<file path="src/rtl/operand_select_ctrl.sv">
// operand_select_ctrl
//   Drives the select lines of the EX-stage operand muxes and the load-use
//   stall/bubble controls for a 5-stage MIPS pipeline. The destination
//   register and write/load flags of the instructions in EX, MEM and WB are
//   tracked internally, so the block needs only the ID-stage decode fields.
//
// Ports
//   Clk, Rst_n          rising-edge clock, asynchronous active-low reset
//   ID_Valid            ID holds a real instruction (0 = bubble)
//   ID_Rs, ID_Rt        source registers of the ID instruction
//   ID_Uses_Rt          ID instruction reads Rt as an operand
//   ID_Dest             destination register of the ID instruction
//   ID_RegWrite         ID instruction writes the register file
//   ID_MemRead          ID instruction is a load
//   ID_Branch           ID instruction is a branch comparing Rs/Rt in ID
//   ForwardA/ForwardB   EX operand select: 00 regfile, 01 MEM/WB, 10 EX/MEM
//   Stall               hold PC and IF/ID this cycle
//   Bubble              load a NOP into ID/EX at the next edge (== Stall)
//   Stall_Count         stalled cycles since reset, saturating
//
// Build option
//   BRANCH_HAZARD_EN    when defined, a branch in ID also stalls until its
//                       source operands can be read in ID (ALU producer in
//                       EX: 1 cycle; load in EX: 2 cycles; load in MEM: 1).
//                       When undefined, ID_Branch is ignored.

module operand_select_ctrl #(
    parameter int REG_AW = 5,
    parameter int CNT_W  = 16
) (
    input  logic              Clk,
    input  logic              Rst_n,
    input  logic              ID_Valid,
    input  logic [REG_AW-1:0] ID_Rs,
    input  logic [REG_AW-1:0] ID_Rt,
    input  logic              ID_Uses_Rt,
    input  logic [REG_AW-1:0] ID_Dest,
    input  logic              ID_RegWrite,
    input  logic              ID_MemRead,
    input  logic              ID_Branch,
    output logic [1:0]        ForwardA,
    output logic [1:0]        ForwardB,
    output logic              Stall,
    output logic              Bubble,
    output logic [CNT_W-1:0]  Stall_Count
);

    typedef struct packed {
        logic [REG_AW-1:0] dest;
        logic [REG_AW-1:0] rs;
        logic [REG_AW-1:0] rt;
        logic              rw;
        logic              mr;
    } ex_slot_t;

    ex_slot_t          ex_q;
    logic [REG_AW-1:0] mem_dest, wb_dest;
    logic              mem_rw, mem_mr, wb_rw;
    logic              load_use, branch_hz;

    // Load in EX whose result the ID instruction needs in EX next cycle.
    always_comb begin
        load_use = ID_Valid && ex_q.mr && (ex_q.dest != '0) &&
                   ((ex_q.dest == ID_Rs) || (ID_Uses_Rt && (ex_q.dest == ID_Rt)));
    end

`ifdef BRANCH_HAZARD_EN
    // A branch compares in ID, so any producer still in EX, or a load still
    // in MEM, has not made its value available yet.
    function automatic logic src_pending(input logic [REG_AW-1:0] r,
                                         input ex_slot_t          ex,
                                         input logic [REG_AW-1:0] mdest,
                                         input logic              mmr);
        return (r != '0) &&
               (((ex.rw || ex.mr) && (ex.dest == r)) || (mmr && (mdest == r)));
    endfunction

    always_comb begin
        branch_hz = ID_Valid && ID_Branch &&
                    (src_pending(ID_Rs, ex_q, mem_dest, mem_mr) ||
                     src_pending(ID_Rt, ex_q, mem_dest, mem_mr));
    end
`else
    // Branch input is read but has no effect in this build.
    always_comb begin
        branch_hz = ID_Branch & 1'b0;
    end
`endif

    always_comb begin
        Stall  = load_use || branch_hz;
        Bubble = Stall;
    end

    // Newest producer (EX/MEM) takes priority; r0 and bubbles never forward.
    always_comb begin
        ForwardA = 2'b00;
        if (mem_rw && (mem_dest != '0) && (mem_dest == ex_q.rs))
            ForwardA = 2'b10;
        else if (wb_rw && (wb_dest != '0) && (wb_dest == ex_q.rs))
            ForwardA = 2'b01;

        ForwardB = 2'b00;
        if (mem_rw && (mem_dest != '0) && (mem_dest == ex_q.rt))
            ForwardB = 2'b10;
        else if (wb_rw && (wb_dest != '0) && (wb_dest == ex_q.rt))
            ForwardB = 2'b01;
    end

    always_ff @(posedge Clk or negedge Rst_n) begin
        if (!Rst_n) begin
            ex_q        <= '0;
            mem_dest    <= '0;
            mem_rw      <= 1'b0;
            mem_mr      <= 1'b0;
            wb_dest     <= '0;
            wb_rw       <= 1'b0;
            Stall_Count <= '0;
        end else begin
            wb_dest  <= mem_dest;
            wb_rw    <= mem_rw;
            mem_dest <= ex_q.dest;
            mem_rw   <= ex_q.rw;
            mem_mr   <= ex_q.mr;
            if (!Stall && ID_Valid) begin
                ex_q.dest <= ID_Dest;
                ex_q.rs   <= ID_Rs;
                ex_q.rt   <= ID_Rt;
                ex_q.rw   <= ID_RegWrite;
                ex_q.mr   <= ID_MemRead;
            end else begin
                ex_q <= '0;
            end
            if (Stall && (Stall_Count != {CNT_W{1'b1}}))
                Stall_Count <= Stall_Count + 1'b1;
        end
    end

endmodule
</file>
<file path="config.mk">
export PLATFORM = sky130hd
export DESIGN_NAME = operand_select_ctrl
export DESIGN_NICKNAME = d
export VERILOG_FILES = /design/src/rtl/operand_select_ctrl.sv
export SDC_FILE = /design/constraint.sdc
export NUM_CORES = 1
export LEC_CHECK = 0
export ABC_AREA = 1
export CORE_AREA = 2 2 68 86
export DETAILED_ROUTE_END_ITERATION = 7
export DIE_AREA = 0 0 70 88
export PLACE_DENSITY_LB_ADDON = 0.2
export SYNTH_ARGS = -nofsm -noshare
export SYNTH_HDL_FRONTEND = slang
export SYNTH_SLANG_ARGS = --single-unit
export TNS_END_PERCENT = 20
</file>
<file path="constraint.sdc">
create_clock -name Clk -period 1.64 [get_ports Clk]
set_input_delay 0.246 -clock Clk [delete_from_list [all_inputs] [get_ports Clk]]
set_output_delay 0.246 -clock Clk [all_outputs]
set_load 0.01 [all_outputs]
</file>
Yosys cells after proc, flatten, opt, wreduce, memory -nomap -nowiden
Index checks and enable logic that the tools add are counted.

Bits in registers: 45. Latch bits: 0. Memory bits (writable): 0. Memory bits (read-only): 0. Input port bits: 22. Output and inout bits: 22. Logic and storage cells: 40. Memories: 0.

$add $sub $neg: 1. Multiply operators: 0. Div/mod/pow operators: 0. $lt $le $gt $ge: 0. Equality and inequality tests: 7. Shift-type cells: 0. Mux-type cells: 5. Bitwise logic cells: 0. Reduce and logical (&&, ||, !) cells: 17.

Operator list (number): $eq 5x5->1 (6); $mux 17 (1); $add 16x1->16 const B (1); $ne 16x16->1 const B (1); $reduce_bool 5->1 (3); $logic_and 1x1->1 (12); $mux 2 (2); $mux 1 (2); $logic_not 1->1 (1); $logic_or 1x1->1 (1).

Depth between registers and ports, before layout
Gate-level depths: netlist of the first run.

Word-level depth: 7. Depth in mapped cells: 10. Depth with buffers taken out: 9.

Worst setup path before layout of the first run
Ideal clock, no wire load.

Path kind: register to register. Start: reg Stall_Count[0]. End: reg Stall_Count[0]. Setup time: 0.117 ns. Arrival time: 1.477 ns. Data required time: 1.523 ns. Path slack: 0.046 ns. Cell stages (with the launch flop): 9. Buffers on the path: 1. Clock period less this slack: 1.594 ns. Cells stage by stage: dfrtp_1 > ha_1 > nand3_2 > clkinv_1 > nand4_4 > nand3_4 > buf_6 > nand2_1 > nand2_1.

Cells in the longest elaborated chain, start to end: 2. Elaborated cells between the ends (all ways): 3. Classes of those cells: 1 x add/sub; 1 x eq/ne; 1 x reduce/logical.

RTL lines: from (decl) (RTL line 45) `output logic [CNT_W-1:0] Stall_Count`; from (signal assigned) (RTL line 135) `Stall_Count <= Stall_Count + 1'b1;`; branches (longest 2 deep; another with $add 16x1->16).

Several ways; the timed one is not identified. A chain may end at the register's enable or synchronous reset.

Worst setup path after layout of the first run
Start: reg ex_q[13] in the netlist's numbering. End: out Stall.

Cells in the longest elaborated chain, start to end: 4. Elaborated cells between the ends (all ways): 7. Classes of those cells: 2 x eq/ne; 5 x reduce/logical.

RTL lines: from (decl) (RTL line 56) `ex_slot_t ex_q;`; $eq 5x5->1 (RTL line 64) `((ex_q.dest == ID_Rs) || (ID_Uses_Rt && (ex_q.dest == ID_Rt)));`; $logic_and 1x1->1 (RTL line 64); $logic_or 1x1->1 (RTL line 64); $logic_and 1x1->1 (*) (RTL line 63) `load_use = ID_Valid && ex_q.mr && (ex_q.dest != '0) &&`; to (decl) (RTL line 43) `output logic Stall,`.

Mark *: on every way between the ends. The rest lies on a longest branch, timed or not.

==> results.md, run 1 <==
- The run finished, with violations left.
- The final reports fail on negative setup slack.
- The worst flop-to-flop path startpoint is ex_q[15]$_DFF_PN0_.
- The required time of the critical path is 1.39 ns.
- The min-delay analysis places its worst path in the category primary input to asynchronous set/reset pin.
- Of the total synthesized cell area, the portion taken by AND, OR, NAND and NOR gates is 0.345.
- The routability congestion estimate from global placement is 0.827.
- The floorplan step set the die width to 70 um.
- The fraction of power spent switching nets is 0.267.
- The H-tree generated during clock tree synthesis spans 2 levels.
- Once routing completed, OpenROAD measured the worst setup slack at -0.0809 ns.
- Setup violations remaining at the end of the flow were counted as 10.
- The most critical setup path has its endpoint at Stall.
- The total overflow left after global routing is 0.
- For this run, the number of standard cells in the final layout without fillers is 435.
- The worst hold slack is 0.0121 ns.
- The synthesized design contains 45 register bits.
- In this design, the stage delay of the slowest critical-path cell is 0.42 ns.
- The final design utilization is 0.602.
- The largest fanout on the critical path is 4.
- The leakage dissipation is 1.60 nW.
- The kind of critical path is flip-flop to output pin.
- The cell count after synthesis came out at 299.
- The critical path starts at ex_q[13]$_DFF_PN0_.
- The maximum number of pins on one net before global-route repair is 46.
- The number of different library cells used by synthesis comes to 24.
- The final wirelength is 4990 um.
- Clock-pin slew was measured on the worst setup and hold paths at 0.08 ns.
- Among all stages on the critical path, the largest delay is contributed by sky130_fd_sc_hd__dfrtp_1.
- The critical path crosses 8 cells after its start point.
- The initial cell density of the core is 0.452.
- Of the post-synthesis cell area, the part taken by muxes is 0.
- The sequential power share is 0.539.
- The number of hold violations in the final report is 0.
- The worst voltage drop across the vdd grid is 0.000497 V.
- Dividing total power by cell area gives a power density of 693 nW/um^2.
- The die is 88 um tall.
- The clock network fraction of design power is 0.308.
- In this run the deepest clock path goes through 2 buffers.
- The total power is 2.22 mW.
- The number of ports placed on the die boundary is 44.
- Timing analysis after detailed placement gives a worst setup slack of -0.527 ns.
- The combined area of all synthesized cells is 2410 sq um.
- Of the synthesized area, sequential elements account for 0.468.
- The number of fill cells is 487.
- The area of the multi-input gates is 1160 sq um.
- The area fraction of the dominant cell type after synthesis is 0.468.
- The via-per-instance ratio is 4.75.
- The signal on the critical path passes through buf_4, nor2_4, nand4_1, nand3_1, inv_2, nand2_4, inv_4, buf_6.
- Across the run, the number of max-cap violations was 0.
- The post-synthesis cell type with the largest combined area is sky130_fd_sc_hd__dfrtp_1.
- The number of rows created at floorplan is 30.
- The clock skew is 0.00321 ns.
- Timing would allow up to 0.581 GHz.
- The transition time at the pin with the least slew margin is 0.562 ns.
- The worst slew slack as a fraction of its limit is 0.626.
- After detailed routing, the average wire length per cell comes to 11.5 um.
- The layout net count is 393.
- The number of DRC violations after detailed-routing iteration 0 is 80.
- The number of warnings reported in the yosys synthesis log is 0.
- The type of element launching the critical path is a flip-flop.
- The endpoint identified for the worst register-to-register timing path is Stall_Count[13]$_DFFE_PN0P_.
- STA classifies the critical path endpoint as an output pin.
- The antenna diode count is 0.
- The final routed DRC violation total is 0.
- The count of nets left with antenna violations after detail routing is 0.
- Across the whole layout, storage elements account for 1130 sq um.
- The all-layer global routing usage is 0.176.
- For this design, the CTS-stage hold fixing added 0 buffers.
- The max-slew violation count came to 0.
- The clock tree from TritonCTS is yes.
- The share of total power dissipated in combinational logic is 0.153.
- The number of placed instances, taps included, is 424.
- The number of sinks driven by the clock tree is 45.
- The number of cell instances on the worst register-to-register path is 9.
- The number of buffers inserted by port buffering is 42.
- In the finished design, the share of the clock period the worst path needs comes to 1.05.
- The detailed placement HPWL is 3670 um.
- By area the synthesized netlist is led by sky130_fd_sc_hd__dfrtp_1 47%, sky130_fd_sc_hd__nand2_1 14%, sky130_fd_sc_hd__nand4_1 7.0%, sky130_fd_sc_hd__nor2_1 6.4%, sky130_fd_sc_hd__xnor2_1 6.2%.
- The latest clock arrival within the worst-skew pair is 0.29 ns.
- The critical path's top delay family is flip-flops.
- The number of antenna violations at the first check in global routing came to 0.
- The xor and xnor fraction of the mapped netlist area is 0.102.
- The overall via count from detail_route is 2067.
- The detailed-router iteration count before antenna repair is 4.
- The critical path data arrival time is 1.47 ns.
- The switching power is 0.593 mW.
- In this run the register-to-register setup slack is -0.01 ns.
- Of the cells placed in the final design, the portion with a size suffix greater than 1 is 0.181.
- The first global-routing pass estimated 8730 um of wire.
- The core region is 5330 sq um.
- The tree is rooted in a sky130_fd_sc_hd__clkbuf_8.
- Cell internal power was estimated by the tool at 1.63 mW.
- The via count of the first global-routing pass was 1980.
- The post-route minimum period is 1.72 ns.
- The buffers plus inverters on the worst setup path is 4.
- The area added between synthesis and finish is 33.3%.
- The area fraction in compound gates after synthesis is 0.00624.
- The synthesized-area fraction occupied by adder cells is 0.00520.
- After synthesis, the largest family of logic cells by area is simple AND/OR/NAND/NOR gates.
- The total die area is 6160 sq um.
- The net count after synthesis is 322.
- Averaged over all synthesized cells, the footprint is 8.05 sq um.
- The number of CTS-inserted buffers is 5.
- Setup repair after global routing could not meet its margin everywhere.
[registers in the layout, indices dropped and copies added (netlist names)]
register	flops
wb_dest	5
mem_rw	1
mem_dest	5
wb_rw	1
Stall_Count	16
ex_q	17
[Yosys cell counts]
library cell	n
sky130_fd_sc_hd__nor2_2	1
sky130_fd_sc_hd__clkbuf_1	1
sky130_fd_sc_hd__nand4_1	27
sky130_fd_sc_hd__ha_1	1
sky130_fd_sc_hd__nor2_4	1
sky130_fd_sc_hd__buf_6	2
sky130_fd_sc_hd__nand3_1	10
sky130_fd_sc_hd__nand2_4	2
sky130_fd_sc_hd__nand2_1	90
sky130_fd_sc_hd__nand4_4	1
sky130_fd_sc_hd__dfrtp_1	45
sky130_fd_sc_hd__xor2_1	11
sky130_fd_sc_hd__xnor2_1	17
sky130_fd_sc_hd__nor3_2	1
sky130_fd_sc_hd__inv_2	2
sky130_fd_sc_hd__nand3_4	1
sky130_fd_sc_hd__nand3_2	1
sky130_fd_sc_hd__nor3_1	4
sky130_fd_sc_hd__clkinv_1	1
sky130_fd_sc_hd__nor2_1	41
sky130_fd_sc_hd__buf_2	2
sky130_fd_sc_hd__o21ai_0	3
sky130_fd_sc_hd__inv_1	33
sky130_fd_sc_hd__buf_4	1
[power groups by stage]
stage / clock, mW / combinational, mW / sequential (mW)
2_1_floorplan: 0 / 0.140 / 1.23
3_3_place_gp: 0 / 0.319 / 1.22
3_5_place_dp: 0 / 0.324 / 1.22
4_1_cts: 0.715 / 0.335 / 1.20
5_1_grt: 0.752 / 0.383 / 1.21
6_report: 0.685 / 0.341 / 1.20
[routing by layer]
layer / wire, um / part of all wire / vias up / track usage
met5: 0 / 0 / - / 0
met4: 65 / 0.013 / 0 / 0.0559
met3: 159 / 0.032 / 5 / 0.0288
met2: 2390 / 0.48 / 37 / 0.287
met1: 2370 / 0.48 / 940 / 0.242
li1: - / - / 1085 / -
[metrics by stage]
stage,instance area (sq um),setup TNS (ns)
6_report,3210,-0.215
5_1_grt,3210,-4.13
4_1_cts,3160,-0.302
3_5_place_dp,3050,-6.97
3_3_place_gp,3050,-6.82
2_1_floorplan,2410,0
[area by class of cell]
cell class                 instances  area share
multi-input combinational        212       0.361
timing repair buffer              70       0.192
clock buffer                       5      0.0214
sequential                        45       0.351
inverter                          36      0.0429
tap                               64      0.0250
clock inverter                     3     0.00702
[cell families after synthesis]
kind of cell / count (synthesis)
simple gates: 180
compound gates: 3
buf+inv: 42
xor+xnor: 28
flops: 45
fa+ha+maj: 1
[how the worst min path moves through the flow]
| stage | to | start | slack (ns) | depth (start not counted) |
|---|---|---|---|---|
| CTS | ex_q[7]$_DFF_PN0_ | Rst_n | 0.04 | 2 |
| finish | ex_q[12]$_DFF_PN0_ | Rst_n | 0.01 | 2 |
| detailed placement | mem_rw$_DFF_PN0_ | ex_q[1]$_DFF_PN0_ | 0.35 | 0 |
| global route | ex_q[7]$_DFF_PN0_ | Rst_n | 0.07 | 2 |
| floorplan | Stall_Count[0]$_DFFE_PN0P_ | Rst_n | -0.05 | 0 |
| global placement | mem_rw$_DFF_PN0_ | ex_q[1]$_DFF_PN0_ | 0.34 | 0 |
[layout by cell type (no fill, tap or decap)]
master / Yosys / final
sky130_fd_sc_hd__nand2_4: 2 / 2
sky130_fd_sc_hd__clkinvlp_4: 0 / 3
sky130_fd_sc_hd__dfrtp_1: 45 / 44
sky130_fd_sc_hd__buf_6: 2 / 4
sky130_fd_sc_hd__o21ai_0: 3 / 2
sky130_fd_sc_hd__xor2_1: 11 / 11
sky130_fd_sc_hd__buf_4: 1 / 26
sky130_fd_sc_hd__clkbuf_8: 0 / 5
sky130_fd_sc_hd__nand2_1: 90 / 88
sky130_fd_sc_hd__nor2_1: 41 / 38
sky130_fd_sc_hd__dfrtp_2: 0 / 1
sky130_fd_sc_hd__ha_1: 1 / 1
sky130_fd_sc_hd__xnor2_1: 17 / 17
sky130_fd_sc_hd__nor2_4: 1 / 2
sky130_fd_sc_hd__nand3_4: 1 / 1
sky130_fd_sc_hd__nand2_2: 0 / 1
sky130_fd_sc_hd__nor2_2: 1 / 3
sky130_fd_sc_hd__nor3_2: 1 / 5
sky130_fd_sc_hd__nand2_8: 0 / 1
sky130_fd_sc_hd__inv_1: 33 / 30
sky130_fd_sc_hd__nand3_1: 10 / 10
sky130_fd_sc_hd__nand4_4: 1 / 1
sky130_fd_sc_hd__clkinv_1: 1 / 1
sky130_fd_sc_hd__clkdlybuf4s50_1: 0 / 35
sky130_fd_sc_hd__inv_2: 2 / 4
sky130_fd_sc_hd__o21ai_2: 0 / 1
sky130_fd_sc_hd__nand3_2: 1 / 1
sky130_fd_sc_hd__inv_4: 0 / 1
sky130_fd_sc_hd__nand4_1: 27 / 27
sky130_fd_sc_hd__buf_2: 2 / 5
[repair_timing]
item | CTS | global route
setup buffers | 1 | 2
pin swaps | 13 | 12
resized for setup | 39 | 8
endpoints found under the hold margin | 0 | 0
setup endpoints to repair | 22 | 23
No activity file was read; power rests on OpenSTA's default activity.
==> run 2, diff against run 1 <==
--- a/config.mk
+++ b/config.mk
@@ -6,6 +6,7 @@
 export NUM_CORES = 1
 export LEC_CHECK = 0
 export ABC_AREA = 1
+export CAP_MARGIN = 30
 export CORE_AREA = 2 2 68 86
 export DETAILED_ROUTE_END_ITERATION = 7
 export DIE_AREA = 0 0 70 88
==> results of run 2 <==
The final DEF is identical to that of run 1; final timing and power are the same.
==> run 3, diff against run 2 <==
--- a/config.mk
+++ b/config.mk
@@ -7,9 +7,9 @@
 export LEC_CHECK = 0
 export ABC_AREA = 1
 export CAP_MARGIN = 30
-export CORE_AREA = 2 2 68 86
+export CORE_AREA = 5 5 71 89
 export DETAILED_ROUTE_END_ITERATION = 7
-export DIE_AREA = 0 0 70 88
+export DIE_AREA = 0 0 76 94
 export PLACE_DENSITY_LB_ADDON = 0.2
 export SYNTH_ARGS = -nofsm -noshare
 export SYNTH_HDL_FRONTEND = slang
==> run 3 against run 2 <==
Against the previous run: the flow still finishes with violations (negative setup slack); routed wire length grew 6.9%; largest cell class unchanged; sequential power hardly changed; global-route usage is 2.3 points lower; via count rose by 3.3%; critical path depth down 3; non-clock buffer count increased by 4; clock-buffer cell count is the same; cell count increased by 0.92%.
==> results.md, run 3 (synthesis results as in run 1) <==
- The detailed-router iteration count before antenna repair is 4 (unchanged).
- The average wire length per cell after detail routing is 12.1 um (+5.9%).
- The total die area came to 7140 sq um (+16%).
- The worst setup margin is -0.0599 ns (+0.0210 ns).
- The number of fill cells is 483 (-0.82%).
- The core footprint was 5370 sq um (+0.70%).
- The horizontal die dimension is 76 um (+8.6%).
- The master of the slowest instance on the critical path is sky130_fd_sc_hd__dfrtp_1.
- The height of the chip is 94 um (+6.8%).
- The register containing the most flip-flops in the final layout is ex_q.
- The total negative slack was -0.209 ns (+0.00588 ns).
- The via count of the first global-routing pass came to 2060 (+4.0%).
- The power density over cell area is 739 nW/um^2 (+6.7%).
- The number of buffers on the longest clock path is 2 (unchanged).
- The latest clock arrival within the worst-skew pair is 0.31 ns (+0.02 ns).
- The clock tree from TritonCTS is yes.
- STA classifies the critical path startpoint as a flip-flop.
- The depth of the CTS H-tree was 2 (unchanged).
- The fraction of final layout cells sized beyond drive strength 1 is 0.200 (+0.0194).
- The antenna diode count came to 0 (unchanged).
- The worst hold path belongs to the class primary input to asynchronous set/reset pin.
- The signal on the critical path passes through xor2_1, nor3_1, nand4_1, nor2_1, buf_2.
- The final worst-path cycle share came to 1.04 (-0.0128).
- The number of CTS-inserted buffers is 5 (unchanged).
- The final wirelength is 5330 um (+6.9%).
- Routed signal wires occupy layers up through met4.
- The clock skew is 0.00579 ns (+0.00258 ns).
- The number of ports placed on the die boundary came to 44 (unchanged).
- The all-layer global routing usage is 0.152 (-0.0235).
- The initial cell density of the core is 0.448 (-0.00316).
- The max-slew violation count is 0 (unchanged).
- The via-per-instance ratio is 4.87 (+2.4%).
- The most common cell after layout, fill and taps aside is sky130_fd_sc_hd__nand2_1.
- The first-pass GRT wire length was 8780 um (+0.63%).
- The routed length on met3 is 232 um (+46%).
- The largest fanout on the critical path is 3 (-1).
- The area of the multi-input gates is 1150 sq um (-0.54%).
- The total area of sequential cells is 1130 sq um (+0.33%).
- The number of DRC violations after detailed-routing iteration 0 is 121 (+51%).
- The maximum frequency from static timing analysis came to 0.588 GHz (+1.2%).
- The leakage dissipation is 1.69 nW (+5.3%).
- The number of antenna violations at the first check in global routing came to 0 (unchanged).
- The number of buffers inserted by port buffering is 42 (unchanged).
- The area growth from synthesis to layout is 36.2%.
- CTS placed an instance of sky130_fd_sc_hd__clkbuf_8 at the clock tree root.
- The global route total overflow is 0 (unchanged).
- The worst setup path is captured at an output pin.
- The post-route minimum period is 1.70 ns (-0.0210 ns).
- The routability congestion estimate from global placement is 0.808 (-2.3%).
- The final routed DRC violation total was 0 (unchanged).
- The layout net count is 397 (+1.0%).
- In the layout the commonest cells are 88 x sky130_fd_sc_hd__nand2_1, 41 x sky130_fd_sc_hd__dfrtp_1, 37 x sky130_fd_sc_hd__nor2_1.
- The worst slew slack as a fraction of its limit is 0.621 (-0.00434).
- The met2 wire length was 2620 um (+9.5%).
- The buffers plus inverters on the worst setup path is 1 (-3).
- The worst slack at placement was -0.528 ns (-0.000664 ns).
- The number of sinks driven by the clock tree is 45 (unchanged).
- The critical path data arrival time is 1.45 ns (-0.02 ns).
- The number of hold-repair buffers added at the cts stage came to 0 (unchanged).
- The detailed placement HPWL is 3800 um (+3.6%).
- The number of max-capacitance violations reported is 0 (unchanged).
- The count of nets left with antenna violations after detail routing was 0 (unchanged).
- In the final layout, the registers with the most flip-flops are ex_q: 17 flops, Stall_Count: 16 flops.
- The overall via count from detail_route is 2136 (+3.3%).
- The flip-flop count of the largest register after layout is 17 (unchanged).
- The worst voltage drop across the vdd grid is 0.000525 V (+5.7%).
- The maximum number of pins on one net before global-route repair is 46 (unchanged).
- The run finished, with violations left.
- The transition time at the pin with the least slew margin is 0.568 ns (+0.00650 ns).
- The number of rows created at floorplan was 30 (unchanged).
- Setup repair after global routing could not meet its margin everywhere.
- The clock-pin slew of the registers on the worst-case setup and hold paths was 0.09 ns (about the same).
- The largest stage delay on the critical path is 0.42 ns (about the same).
- The worst hold slack is 0.00485 ns (-0.00724 ns).
- The number of setup violations in the final report was 5 (-5).
- The required time of the critical path was 1.39 ns (about the same).
- The kind of critical path is flip-flop to output pin.
- The final reports fail on negative setup slack.
- The wire length on met1 is 2360 um (-0.34%).
- Broken down by cell family, the worst path's largest delay share belongs to simple AND/OR/NAND/NOR gates.
- The number of hold violations in the final report came to 0 (unchanged).
## run 3: cell type report
class	count	share of cell area
clock buffer	5	0.0210
tap	64	0.0244
multi-input combinational	212	0.351
inverter	36	0.0420
sequential	45	0.345
timing repair buffer	74	0.202
clock inverter	3	0.0145
## run 3: worst paths after layout
kind / slack (ns) / depth (start not counted) / to / from
min: 0.005 / 2 / ex_q[13]$_DFF_PN0_ / Rst_n
min reg2reg: 0.36 / 0 / mem_rw$_DFF_PN0_ / ex_q[1]$_DFF_PN0_
max: -0.06 / 5 / ForwardA[0] / wb_dest[0]$_DFF_PN0_
max in group asynchronous: 1.22 / 2 / Stall_Count[3]$_DFFE_PN0P_ / Rst_n
max reg2reg: 0.02 / 9 / Stall_Count[15]$_DFFE_PN0P_ / ex_q[16]$_DFF_PN0_
min in group Clk: 0.33 / 4 / ex_q[6]$_DFF_PN0_ / ID_Rt[4]
## run 3: power by group
part	total (mW)	switching, mW	leakage [nW]	internal, mW
logic	0.344	0.165	1.04	0.179
clock network	0.880	0.415	0.0591	0.465
registers	1.20	0.0433	0.590	1.16
total	2.42	0.624	1.69	1.80
## run 3: through the flow
stage	std cells	utilization	power [mW]	area (sq um)
floorplan	299	-	1.37	2410
CTS	437	0.597	2.44	3200
global placement	426	0.570	1.54	3060
finish	439	0.611	2.42	3280
global route	439	0.611	2.53	3280
detailed placement	426	0.570	1.54	3060
## run 3: what timing repair did
| action | CTS | global route |
|---|---|---|
| buffers inserted | 3 | 2 |
| endpoints found under the setup margin | 7 | 28 |
| pin swaps | 15 | 12 |
| gates resized for setup | 31 | 24 |
## run 3: metal layers
metal  global-route usage  vias to the layer above
li1                     -                     1094
met3               0.0384                        8
met5                    0                        -
met1                0.180                      988
met4               0.0935                        0
met2                0.246                       46
